==> config.mk <==
export PLATFORM = sky130hd
export DESIGN_NAME = sram_ctrl_flat
export DESIGN_NICKNAME = d
export VERILOG_FILES = /design/src/rtl/sram_ctrl_pkg.sv /design/src/rtl/sram_ctrl_if.sv /design/src/rtl/sram_beat_timer.sv /design/src/rtl/sram_ctrl.sv /design/src/flat_wrapper.sv
export SDC_FILE = /design/constraint.sdc
export NUM_CORES = 1
export LEC_CHECK = 0
export CAP_MARGIN = 25
export CORE_UTILIZATION = 46
export DETAILED_ROUTE_END_ITERATION = 8
export PLACE_DENSITY = 0.87
export RECOVER_POWER = 25
export SLEW_MARGIN = 5
export SYNTH_ARGS = -nofsm -noshare
export SYNTH_HDL_FRONTEND = slang
export SYNTH_SLANG_ARGS = --single-unit
==> constraint.sdc <==
create_clock -name clk -period 7.4 [get_ports clk]
set_clock_uncertainty 0.05 [all_clocks]
set_input_delay 2.22 -clock clk [delete_from_list [all_inputs] [get_ports clk]]
set_output_delay 2.22 -clock clk [all_outputs]
set_load 0.02 [all_outputs]
==> src/rtl/sram_ctrl_pkg.sv <==
// Shared types and constants for the MEM-stage SRAM controller.
package sram_ctrl_pkg;

  typedef enum logic [1:0] {
    IDLE = 2'd0,
    LO   = 2'd1,
    HI   = 2'd2,
    DONE = 2'd3
  } state_t;

  localparam logic [31:0] DEF_BASE_ADDR   = 32'd1024;
  localparam int          DEF_WAIT_STATES = 1;

  localparam int SRAM_AW = 18;
  localparam int SRAM_DW = 16;
  localparam int CNT_W   = 4;

endpackage

==> src/rtl/sram_ctrl_if.sv <==
// Pipeline-side request/response signals and external SRAM pins.
interface sram_ctrl_if;
  import sram_ctrl_pkg::*;

  logic               wr_en;
  logic               rd_en;
  logic [31:0]        address;
  logic [31:0]        wr_data;
  logic [31:0]        rd_data;
  logic               ready;
  logic [SRAM_AW-1:0] sram_addr;
  logic [SRAM_DW-1:0] sram_dq_out;
  logic               sram_dq_oe;
  logic [SRAM_DW-1:0] sram_dq_in;
  logic               sram_we_n;
  logic               sram_oe_n;

  // Controller side.
  modport slave (
    input  wr_en, rd_en, address, wr_data, sram_dq_in,
    output rd_data, ready, sram_addr, sram_dq_out, sram_dq_oe, sram_we_n, sram_oe_n
  );

  // Pipeline / board side.
  modport master (
    output wr_en, rd_en, address, wr_data, sram_dq_in,
    input  rd_data, ready, sram_addr, sram_dq_out, sram_dq_oe, sram_we_n, sram_oe_n
  );

endinterface

==> src/rtl/sram_beat_timer.sv <==
// Beat counter: runs 0..wait_states, wrapping to 0 after the final cycle.
module sram_beat_timer
  import sram_ctrl_pkg::*;
(
  input  logic             clk,
  input  logic             rst,
  input  logic             start,
  input  logic [CNT_W-1:0] wait_states,
  output logic [CNT_W-1:0] cnt,
  output logic             last
);

  assign last = (cnt == wait_states);

  // Clear on start or at the end of a beat, otherwise advance one cycle.
  always_ff @(posedge clk) begin
    if (rst || start || last) cnt <= '0;
    else                      cnt <= cnt + 1'b1;
  end

endmodule

==> src/rtl/sram_ctrl.sv <==
// Sequences a 32-bit MEM-stage load/store as two halfword beats on a
// 16-bit asynchronous SRAM, stalling the pipeline until the access is done.
module sram_ctrl
  import sram_ctrl_pkg::*;
#(
  parameter logic [31:0] BASE_ADDR   = DEF_BASE_ADDR,
  parameter int          WAIT_STATES = DEF_WAIT_STATES
) (
  input  logic        clk,
  input  logic        rst,
  sram_ctrl_if.slave  bus
);

  localparam logic [CNT_W-1:0] WS = CNT_W'(WAIT_STATES);

  state_t             state, state_nxt;
  logic               req;
  logic               wr_q;
  logic [31:0]        addr_q, data_q;
  logic               op_wr;
  logic [31:0]        addr_src, data_src;
  logic [16:0]        idx;
  logic [CNT_W-1:0]   cnt, cnt_nxt;
  logic               last, start;
  logic               in_beat, hi_nxt;

  assign req = bus.rd_en | bus.wr_en;

  // The counter is held clear outside the LO/HI beats.
  assign start   = (state == IDLE) || (state == DONE);
  assign cnt_nxt = (start || last) ? '0 : cnt + 1'b1;

  sram_beat_timer u_timer (
    .clk         (clk),
    .rst         (rst),
    .start       (start),
    .wait_states (WS),
    .cnt         (cnt),
    .last        (last)
  );

  // In IDLE the pins for the first beat come straight from the request inputs,
  // because the latched copies only become valid on the same edge.
  assign op_wr    = (state == IDLE) ? bus.wr_en   : wr_q;
  assign addr_src = (state == IDLE) ? bus.address : addr_q;
  assign data_src = (state == IDLE) ? bus.wr_data : data_q;
  assign idx      = 17'((addr_src - BASE_ADDR) >> 2);
  assign in_beat  = (state_nxt == LO) || (state_nxt == HI);
  assign hi_nxt   = (state_nxt == HI);

  // State register.
  always_ff @(posedge clk) begin
    if (rst) state <= IDLE;
    else     state <= state_nxt;
  end

  // Next-state and stall decode.
  always_comb begin
    state_nxt = state;
    bus.ready = 1'b0;
    unique case (state)
      IDLE: begin
        bus.ready = !req;
        if (req) state_nxt = LO;
      end
      LO:   if (last) state_nxt = HI;
      HI:   if (last) state_nxt = DONE;
      DONE: begin
        bus.ready = 1'b1;
        state_nxt = IDLE;
      end
      default: state_nxt = IDLE;
    endcase
  end

  // Latch the request; a write wins over a simultaneous read.
  always_ff @(posedge clk) begin
    if (rst) begin
      wr_q <= 1'b0;
    end else if (state == IDLE && req) begin
      wr_q <= bus.wr_en;
    end
    if (state == IDLE && req) begin
      addr_q <= bus.address;
      data_q <= bus.wr_data;
    end
  end

  // Registered SRAM pins, computed for the cycle being entered.
  always_ff @(posedge clk) begin
    if (rst || !in_beat) begin
      bus.sram_addr   <= '0;
      bus.sram_dq_out <= '0;
      bus.sram_dq_oe  <= 1'b0;
      bus.sram_we_n   <= 1'b1;
      bus.sram_oe_n   <= 1'b1;
    end else begin
      bus.sram_addr   <= {idx, hi_nxt};
      bus.sram_dq_out <= op_wr ? (hi_nxt ? data_src[31:16] : data_src[15:0]) : '0;
      bus.sram_dq_oe  <= op_wr;
      bus.sram_we_n   <= !(op_wr && (cnt_nxt < WS));
      bus.sram_oe_n   <= op_wr;
    end
  end

  // Capture read halves in the final cycle of each beat.
  always_ff @(posedge clk) begin
    if (rst) begin
      bus.rd_data <= '0;
    end else if (last && !wr_q) begin
      if (state == LO) bus.rd_data[15:0]  <= bus.sram_dq_in;
      if (state == HI) bus.rd_data[31:16] <= bus.sram_dq_in;
    end
  end

endmodule

==> src/flat_wrapper.sv <==
// flat-port wrapper written by rule: the top's interface ports become plain ports
module sram_ctrl_flat import sram_ctrl_pkg::*;
#(
  parameter logic [31:0] BASE_ADDR   = DEF_BASE_ADDR,
  parameter int          WAIT_STATES = DEF_WAIT_STATES
)
  (clk, rst, bus_wr_en, bus_rd_en, bus_address, bus_wr_data, bus_sram_dq_in, bus_rd_data, bus_ready, bus_sram_addr, bus_sram_dq_out, bus_sram_dq_oe, bus_sram_we_n, bus_sram_oe_n);
  sram_ctrl_if bus_i ();
  input  logic clk;
  input  logic rst;
  input wire logic [$bits(bus_i.wr_en)-1:0] bus_wr_en;
  input wire logic [$bits(bus_i.rd_en)-1:0] bus_rd_en;
  input wire logic [$bits(bus_i.address)-1:0] bus_address;
  input wire logic [$bits(bus_i.wr_data)-1:0] bus_wr_data;
  input wire logic [$bits(bus_i.sram_dq_in)-1:0] bus_sram_dq_in;
  output wire logic [$bits(bus_i.rd_data)-1:0] bus_rd_data;
  output wire logic [$bits(bus_i.ready)-1:0] bus_ready;
  output wire logic [$bits(bus_i.sram_addr)-1:0] bus_sram_addr;
  output wire logic [$bits(bus_i.sram_dq_out)-1:0] bus_sram_dq_out;
  output wire logic [$bits(bus_i.sram_dq_oe)-1:0] bus_sram_dq_oe;
  output wire logic [$bits(bus_i.sram_we_n)-1:0] bus_sram_we_n;
  output wire logic [$bits(bus_i.sram_oe_n)-1:0] bus_sram_oe_n;
  assign bus_i.wr_en = bus_wr_en;
  assign bus_i.rd_en = bus_rd_en;
  assign bus_i.address = bus_address;
  assign bus_i.wr_data = bus_wr_data;
  assign bus_i.sram_dq_in = bus_sram_dq_in;
  assign bus_rd_data = bus_i.rd_data;
  assign bus_ready = bus_i.ready;
  assign bus_sram_addr = bus_i.sram_addr;
  assign bus_sram_dq_out = bus_i.sram_dq_out;
  assign bus_sram_dq_oe = bus_i.sram_dq_oe;
  assign bus_sram_we_n = bus_i.sram_we_n;
  assign bus_sram_oe_n = bus_i.sram_oe_n;
  sram_ctrl #(.BASE_ADDR(BASE_ADDR), .WAIT_STATES(WAIT_STATES)) u_core (.clk(clk), .rst(rst), .bus(bus_i));
endmodule
==> results of run 1 <==
-- cell usage after synthesis, drive strengths merged --
master,number
a211o,1
a211oi,1
a21o,1
a21oi,41
a22oi,1
a31o,1
a31oi,1
and2,3
buf,8
clkbuf,13
dfxtp,76
edfxtp,49
ha,8
inv,4
mux2,2
mux2i,16
mux4,16
nand2,55
nand2b,1
nand3,18
nand3b,1
nor2,24
nor2b,17
nor3,3
nor3b,1
nor4,1
nor4b,2
o211a,1
o211ai,2
o21ai,2
o22ai,1
o31ai,2
or2,1
or3,2
or3b,1
or4,1
xnor2,3
xor2,2
-- registers in the layout, indices dropped and copies added, names as in the netlist --
| register | count |
|---|---|
| u_core.u_timer.cnt | 4 |
| u_core.addr_q | 17 |
| u_core.state | 2 |
| u_core.wr_q | 1 |
| u_core.bus.sram_dq_oe | 1 |
| u_core.bus.sram_we_n | 1 |
| u_core.bus.sram_dq_out | 16 |
| u_core.bus.sram_addr | 18 |
| u_core.bus.sram_oe_n | 1 |
| u_core.bus.rd_data | 32 |
| u_core.data_q | 32 |
-- kinds of logic (layout without fill, tap and decap cells) --
logic type	Yosys count	after routing	share of synthesized area [%]
compound gates	55	55	6.45
xor+xnor	5	5	0.918
fa+ha+maj	8	8	2.10
buf+inv	25	178	2.70
flops	125	125	62.7
mux	34	34	11.5
simple gates	131	131	13.6
-- layout make-up --
cell class                 count  area (sq um)  share of cell area [%]
tap                          133           166                    2.42
multi-input combinational    233          1660                    24.1
clock buffer                  18           428                    6.21
inverter                       4          15.0                   0.218
sequential                   125          2990                    43.4
clock inverter                14           215                    3.12
timing repair buffer         142          1410                    20.5
-- stage by stage --
step | utilization (%) | hold slack [ns] | total power, uW
3_5_place_dp | 63.0 | 0.400 | 1290
6_report | 69.5 | 0.407 | 2160
5_1_grt | 69.5 | 0.427 | 2250
2_1_floorplan | - | 0.395 | 1120
4_1_cts | 69.4 | 0.408 | 2180
3_3_place_gp | 63.0 | 0.392 | 1270
-- per-layer routing --
metal	global-route usage [%]	vias up
li1	-	1652
met1	25.4	1715
met2	36.9	121
met3	6.27	28
met4	11.4	0
met5	0	-
-- power by group --
group / internal [uW] / switching [uW]
combinational: 202 / 219
sequential: 816 / 28.7
clock: 591 / 303
-- worst max-delay path: stages --
cell             delay (ns)
clkdlybuf4s50_1        0.46
nor2_1                 0.39
a21oi_1                0.12
nor2_1                 0.10
clkdlybuf4s50_1        0.63
-- how the worst max path moves through the flow --
stage	from	to	slack (ns)
floorplan	bus_wr_en	u_core.bus.sram_dq_out[10]	1.29
global placement	bus_wr_en	bus_ready	1.27
detailed placement	bus_wr_en	bus_ready	1.20
CTS	bus_wr_en	bus_ready	1.20
global route	bus_wr_en	bus_ready	1.11
finish	bus_wr_en	bus_ready	1.20
==> metrics.md, run 1 <==
| Metric | Value |
|---|---|
| Syn nets | around 480 |
| GRT overflow | 0 |
| RSZ-0062 raised after global routing | false |
| Final Critical Period | approximately 6.2 ns |
| Placed cell count | around 640 |
| Setup TNS | 0 ns |
| Highest-count cells in the layout ignoring fill and taps | clkdlybuf4s50_1, dfxtp_1, nand2_1 |
| CP Data Required Time | about 5.1 ns |
| LEAKAGE | approximately 0.0025 uW |
| Gpl congestion | ~0.72 |
| Share of cells above drive strength 1 | 11.8% |
| Critical Path Start Type | primary input |
| Max-cap violations | 1 |
| Cell Area, Placed | ~0.0062 sq mm |
| Synth top area cells | dfxtp_1, edfxtp_1, mux4_2 |
| Root Driver | clkbuf_8 |
| Non-Filler Instances | about 670 |
| Total number of yosys warnings | 0 |
| Hold Path Stages | 2 |
| Power per cell area | ~310 mW/mm^2 |
| Worst min-delay path class | reg2reg |
| Residual DRC | 0 |
| Via count | 3,516 |
| IO Count | ~150 |
| Reg2Reg Setup Slack | between 4 and 5 ns |
| Worst reg2reg path depth | 10 |
| Run status | finished with violations |
| Hold Fails Final Rpt | 0 |
| Unique masters post-synth | between 40 and 50 |
| Crit path DAT | a little under 4 ns |
| Total CTS buffers | 17 |
| Hold Path Sink | u_core.bus.rd_data[29] |
| Detailed Place HPWL | ~7.5 mm |
| Post-Syn Area per Cell | 12.5 sq um |
| Fin worst setup slack | roughly 1.2 ns |
| Cts hold-fix bufs | 0 |
| Core area | 0.00991 sq mm |
| Clk sinks | roughly 130 |
| Max FO, Critical Path | 3 |
| Synthesized cell area | about 0.0048 sq mm |
| Nets | 615 |
| Routed wl met3 | 465 um |
| Relative slew slack | -9.59% |
| M1 wire length | ~4.5 mm |
| FP Rows | 36 |
| Largest net degree at the start of global routing | 50 |
| Clock Latency Late Sink | between 0.5 and 0.6 ns |
| Mapped Cells | around 380 |
| Total die area | around 0.011 sq mm |
| Post-synth top area share | 31.9% |
| Syn-to-layout area delta | 44.4% |
| FMAX | approximately 0.16 GHz |
| Period utilisation layout | 83.8% |
| Die W | 104 um |
| Metal2 WL | between 5 and 6 mm |
| DIE HEIGHT | 104 um |
| Global-route wire length before repair | 18.2 mm |
| Remaining antenna violation count | 0 |
| # port buffers | roughly 140 |
| Failing checks | capacitance limit, slew limit |
| Worst Max-Slew Pin Slew | 1.64 ns |
| Hold_sp | u_core.bus.rd_data[29] |
| RR Startpoint | u_core.state[1] |
| Setup crit end kind | output pin |
| Cell taking the most area after synthesis | dfxtp_1 |
| Antenna diodes | 0 |
| Vias per cell | 5.26 |
| Final setup violating endpoints | 0 |
| R2R Path End | u_core.bus.sram_dq_out[8] |
| Sequential share of the synthesized area | roughly 63% |
| Post-cts resize count | 0 |
| Initial cell density of the core | around half |
| Critical path class | in2out |
| Initial drt markers | roughly 140 |
| Initial antenna violation count | 0 |
| Routed wire length | 11.2 mm |
| GRT Total Usage | 21.9% |
| Fill count | 720 |
| Vias in the first global route | ~3,600 |
| Most common cell after layout, fill and taps aside | clkdlybuf4s50_1 |
| TritonCTS clock tree | done |
| Max H-tree Level | 4 |
| Highest metal layer with signal wires | met4 |
| #FFs+latches synth | between 100 and 150 |
| WL/cell | around 17 um |
| Longest Clk Path Bufs | 2 |
| Post-CTS Setup Bufs | 0 |
| Cell area after layout | around 0.0069 sq mm |
| CTS clk-pin slew, worst paths | roughly 0.06 ns |
| Setup Slack @ Placement | 1.20 ns |
| DRT Pass-1 Iters | 6 |
| Max-slew violation count | 39 |
| Peak VDD IR | around 190 uV |
Note: power is estimated with default switching activity, not from simulation.
==> run 2, diff against run 1 <==
clock period = 5.9 ns   (was 7.4 ns; I/O delays follow)
==> run 2 against run 1 <==
Against the previous run: the run still ends with capacitance limit, slew limit left; core utilization is 1.0 points lower; global-route usage is 0.44 points lower; clock power is 7.0% higher; flip-flop and latch count stayed put; design area is 1.4% lower; via count is 0.40% higher; hold slack worse by 0.0039 ns; largest cell class unchanged.
==> metrics.md, run 2 (synthesis results as in run 1) <==
| Metric | Value |
|---|---|
| Run status | finished with violations |
| Failing checks | capacitance limit, slew limit |
| Period utilisation layout | about nine tenths |
| GRT Total Usage | 21.5% |
| Reg2Reg Setup Slack | roughly 2.6 ns |
| Die W | 104 um |
| Detailed Place HPWL | roughly 7.6 mm |
| Gpl congestion | around 0.7 |
| RR Startpoint | u_core.state[1] |
| GRT overflow | 0 |
| FMAX | roughly 0.19 GHz |
| DRT Pass-1 Iters | 4 |
| Hold Path Stages | 2 |
| Syn-to-layout area delta | 42.3% |
| CTS clk-pin slew, worst paths | approximately 0.06 ns |
| Fill count | ~730 |
| M1 wire length | roughly 4.5 mm |
| Total die area | roughly 0.011 sq mm |
| Largest regs | u_core.bus.rd_data (32), u_core.data_q (32), u_core.bus.sram_addr (18) |
| Multi-input logic area | around 0.0017 sq mm |
| LEAKAGE | ~0.0025 uW |
| Peak VDD IR | about 230 uV |
| Cts hold-fix bufs | 0 |
| Final Hold Slack | 0.403 ns |
| Highest-count cells in the layout ignoring fill and taps | clkdlybuf4s50_1, dfxtp_1, nand2_1 |
| Max H-tree Level | 4 |
| Sequential Area | around 0.0030 sq mm |
| Combinational Power Share | 20.7% |
| Vias in the first global route | roughly 3,700 |
| DIE HEIGHT | between 100 and 150 um |
| Setup TNS | 0 ns |
| # port buffers | 138 |
| Longest Clk Path Bufs | 2 |
| FP Rows | 36 |
| CP Data Required Time | about 4 ns |
| RSZ-0062 raised after global routing | false |
| Setup crit end kind | output pin |
| Hold_sp | u_core.bus.rd_data[17] |
| Metal2 WL | 5.84 mm |
| Remaining antenna violation count | 0 |
| Sw Pwr | between 700 and 800 uW |
| Root Driver | clkbuf_8 |
| Max-slew violation count | 39 |
| Initial cell density of the core | around half |
| Power per cell area | 375 mW/mm^2 |
| Hold Path Sink | u_core.bus.rd_data[17] |
| Antenna diodes | 0 |
| Routed wl met3 | around 440 um |
| Crit path DAT | 3.47 ns |
| Routed wire length | around 11 mm |
| Post-CTS Setup Bufs | 0 |
| Initial drt markers | approximately 150 |
| Post-cts resize count | 0 |
| Max-cap violations | 1 |
| Via count | 3,530 |
| Total CTS buffers | 17 |
| IO Count | 154 |
| Worst min-delay path class | reg2reg |
| Int Pwr | 1840 uW |
| Highest metal layer with signal wires | met4 |
| R2R Path End | u_core.bus.sram_dq_out[7] |
| Critical path class | in2out |
| Initial antenna violation count | 0 |
| Residual DRC | 0 |
| Power, Total | roughly 2500 uW |
| Most common cell after layout, fill and taps aside | clkdlybuf4s50_1 |
| Sequential power share | a little over two fifths |
| Worst Max-Slew Pin Slew | ~1.6 ns |
| Max FO, Critical Path | 3 |
| WL/cell | 16.6 um |
| Clock Latency Late Sink | 0.49 ns |
| Switching Share | about 28% |
| Critical Path Start Type | primary input |
| Worst reg2reg path depth | 10 |
| Hold Fails Final Rpt | 0 |
| Final Critical Period | ~5.3 ns |
| Global-route wire length before repair | between 15 and 20 mm |
| Relative slew slack | -7.63% |
| Share of cells above drive strength 1 | between 10% and 20% |
| TritonCTS clock tree | done |
| Clk pwr share | ~38% |
| Clk sinks | approximately 130 |
| Nets | 614 |
| Vias per cell | 5.28 |
| Largest net degree at the start of global routing | 50 |
| Final setup violating endpoints | 0 |
| Core area | approximately 0.01 sq mm |
[run 2: changes by cell type in the layout (fill, tap and decap cells not counted)]
cell and delta:
buf_6 -1, clkbuf_8 -1, bufinv_16 -4, inv_8 +1, clkinv_4 +4
[run 2: layout make-up]
class / count / area share, %
sequential: 125 / 44.1
timing repair buffer: 141 / 20.6
multi-input combinational: 233 / 24.5
tap: 133 / 2.45
inverter: 4 / 0.221
clock buffer: 17 / 6.10
clock inverter: 15 / 2.08
[run 2: worst max path at each step]
stage               from                         end  slack [ns]  cells past startpoint
6_report       bus_wr_en                   bus_ready        0.61                      5
5_1_grt        bus_wr_en                   bus_ready        0.55                      5
4_1_cts        bus_wr_en                   bus_ready        0.64                      5
3_5_place_dp   bus_wr_en                   bus_ready        0.67                      5
3_3_place_gp   bus_wr_en                   bus_ready        0.67                      5
2_1_floorplan  bus_wr_en  u_core.bus.sram_dq_out[10]        0.24                      8
[run 2: power by group through the flow]
stage	registers [uW]	logic, uW	clock network [uW]
floorplan	1130	275	0
global placement	1070	524	0
detailed placement	1080	537	0
CTS	1060	539	972
global route	1070	567	1020
finish	1060	527	957
[run 2: metrics by stage]
step	cell area, sq um	std cells	utilization (%)	worst slack, ns
global route	6790	668	68.5	0.554
global placement	6240	636	63.0	0.665
floorplan	4770	383	-	0.235
CTS	6790	668	68.6	0.640
detailed placement	6240	636	63.0	0.674
finish	6790	668	68.5	0.612
[run 2: worst max-delay path: stages]
cell	delay, ns
clkdlybuf4s50_1	0.45
nor2_1	0.35
a21oi_1	0.12
nor2_1	0.11
clkdlybuf4s50_1	0.67
[run 2: per-layer routing]
layer	vias to the layer above	GRT usage [%]
met5	-	0
met4	0	10.5
met3	23	4.76
met2	129	37.4
met1	1731	24.9
li1	1647	-
==> run 3, diff against run 2 <==
GPL_ROUTABILITY_DRIVEN = 0   (was not set)
==> results of run 3 <==
Same layout as run 2: the final DEF is identical, and so are final timing and power.
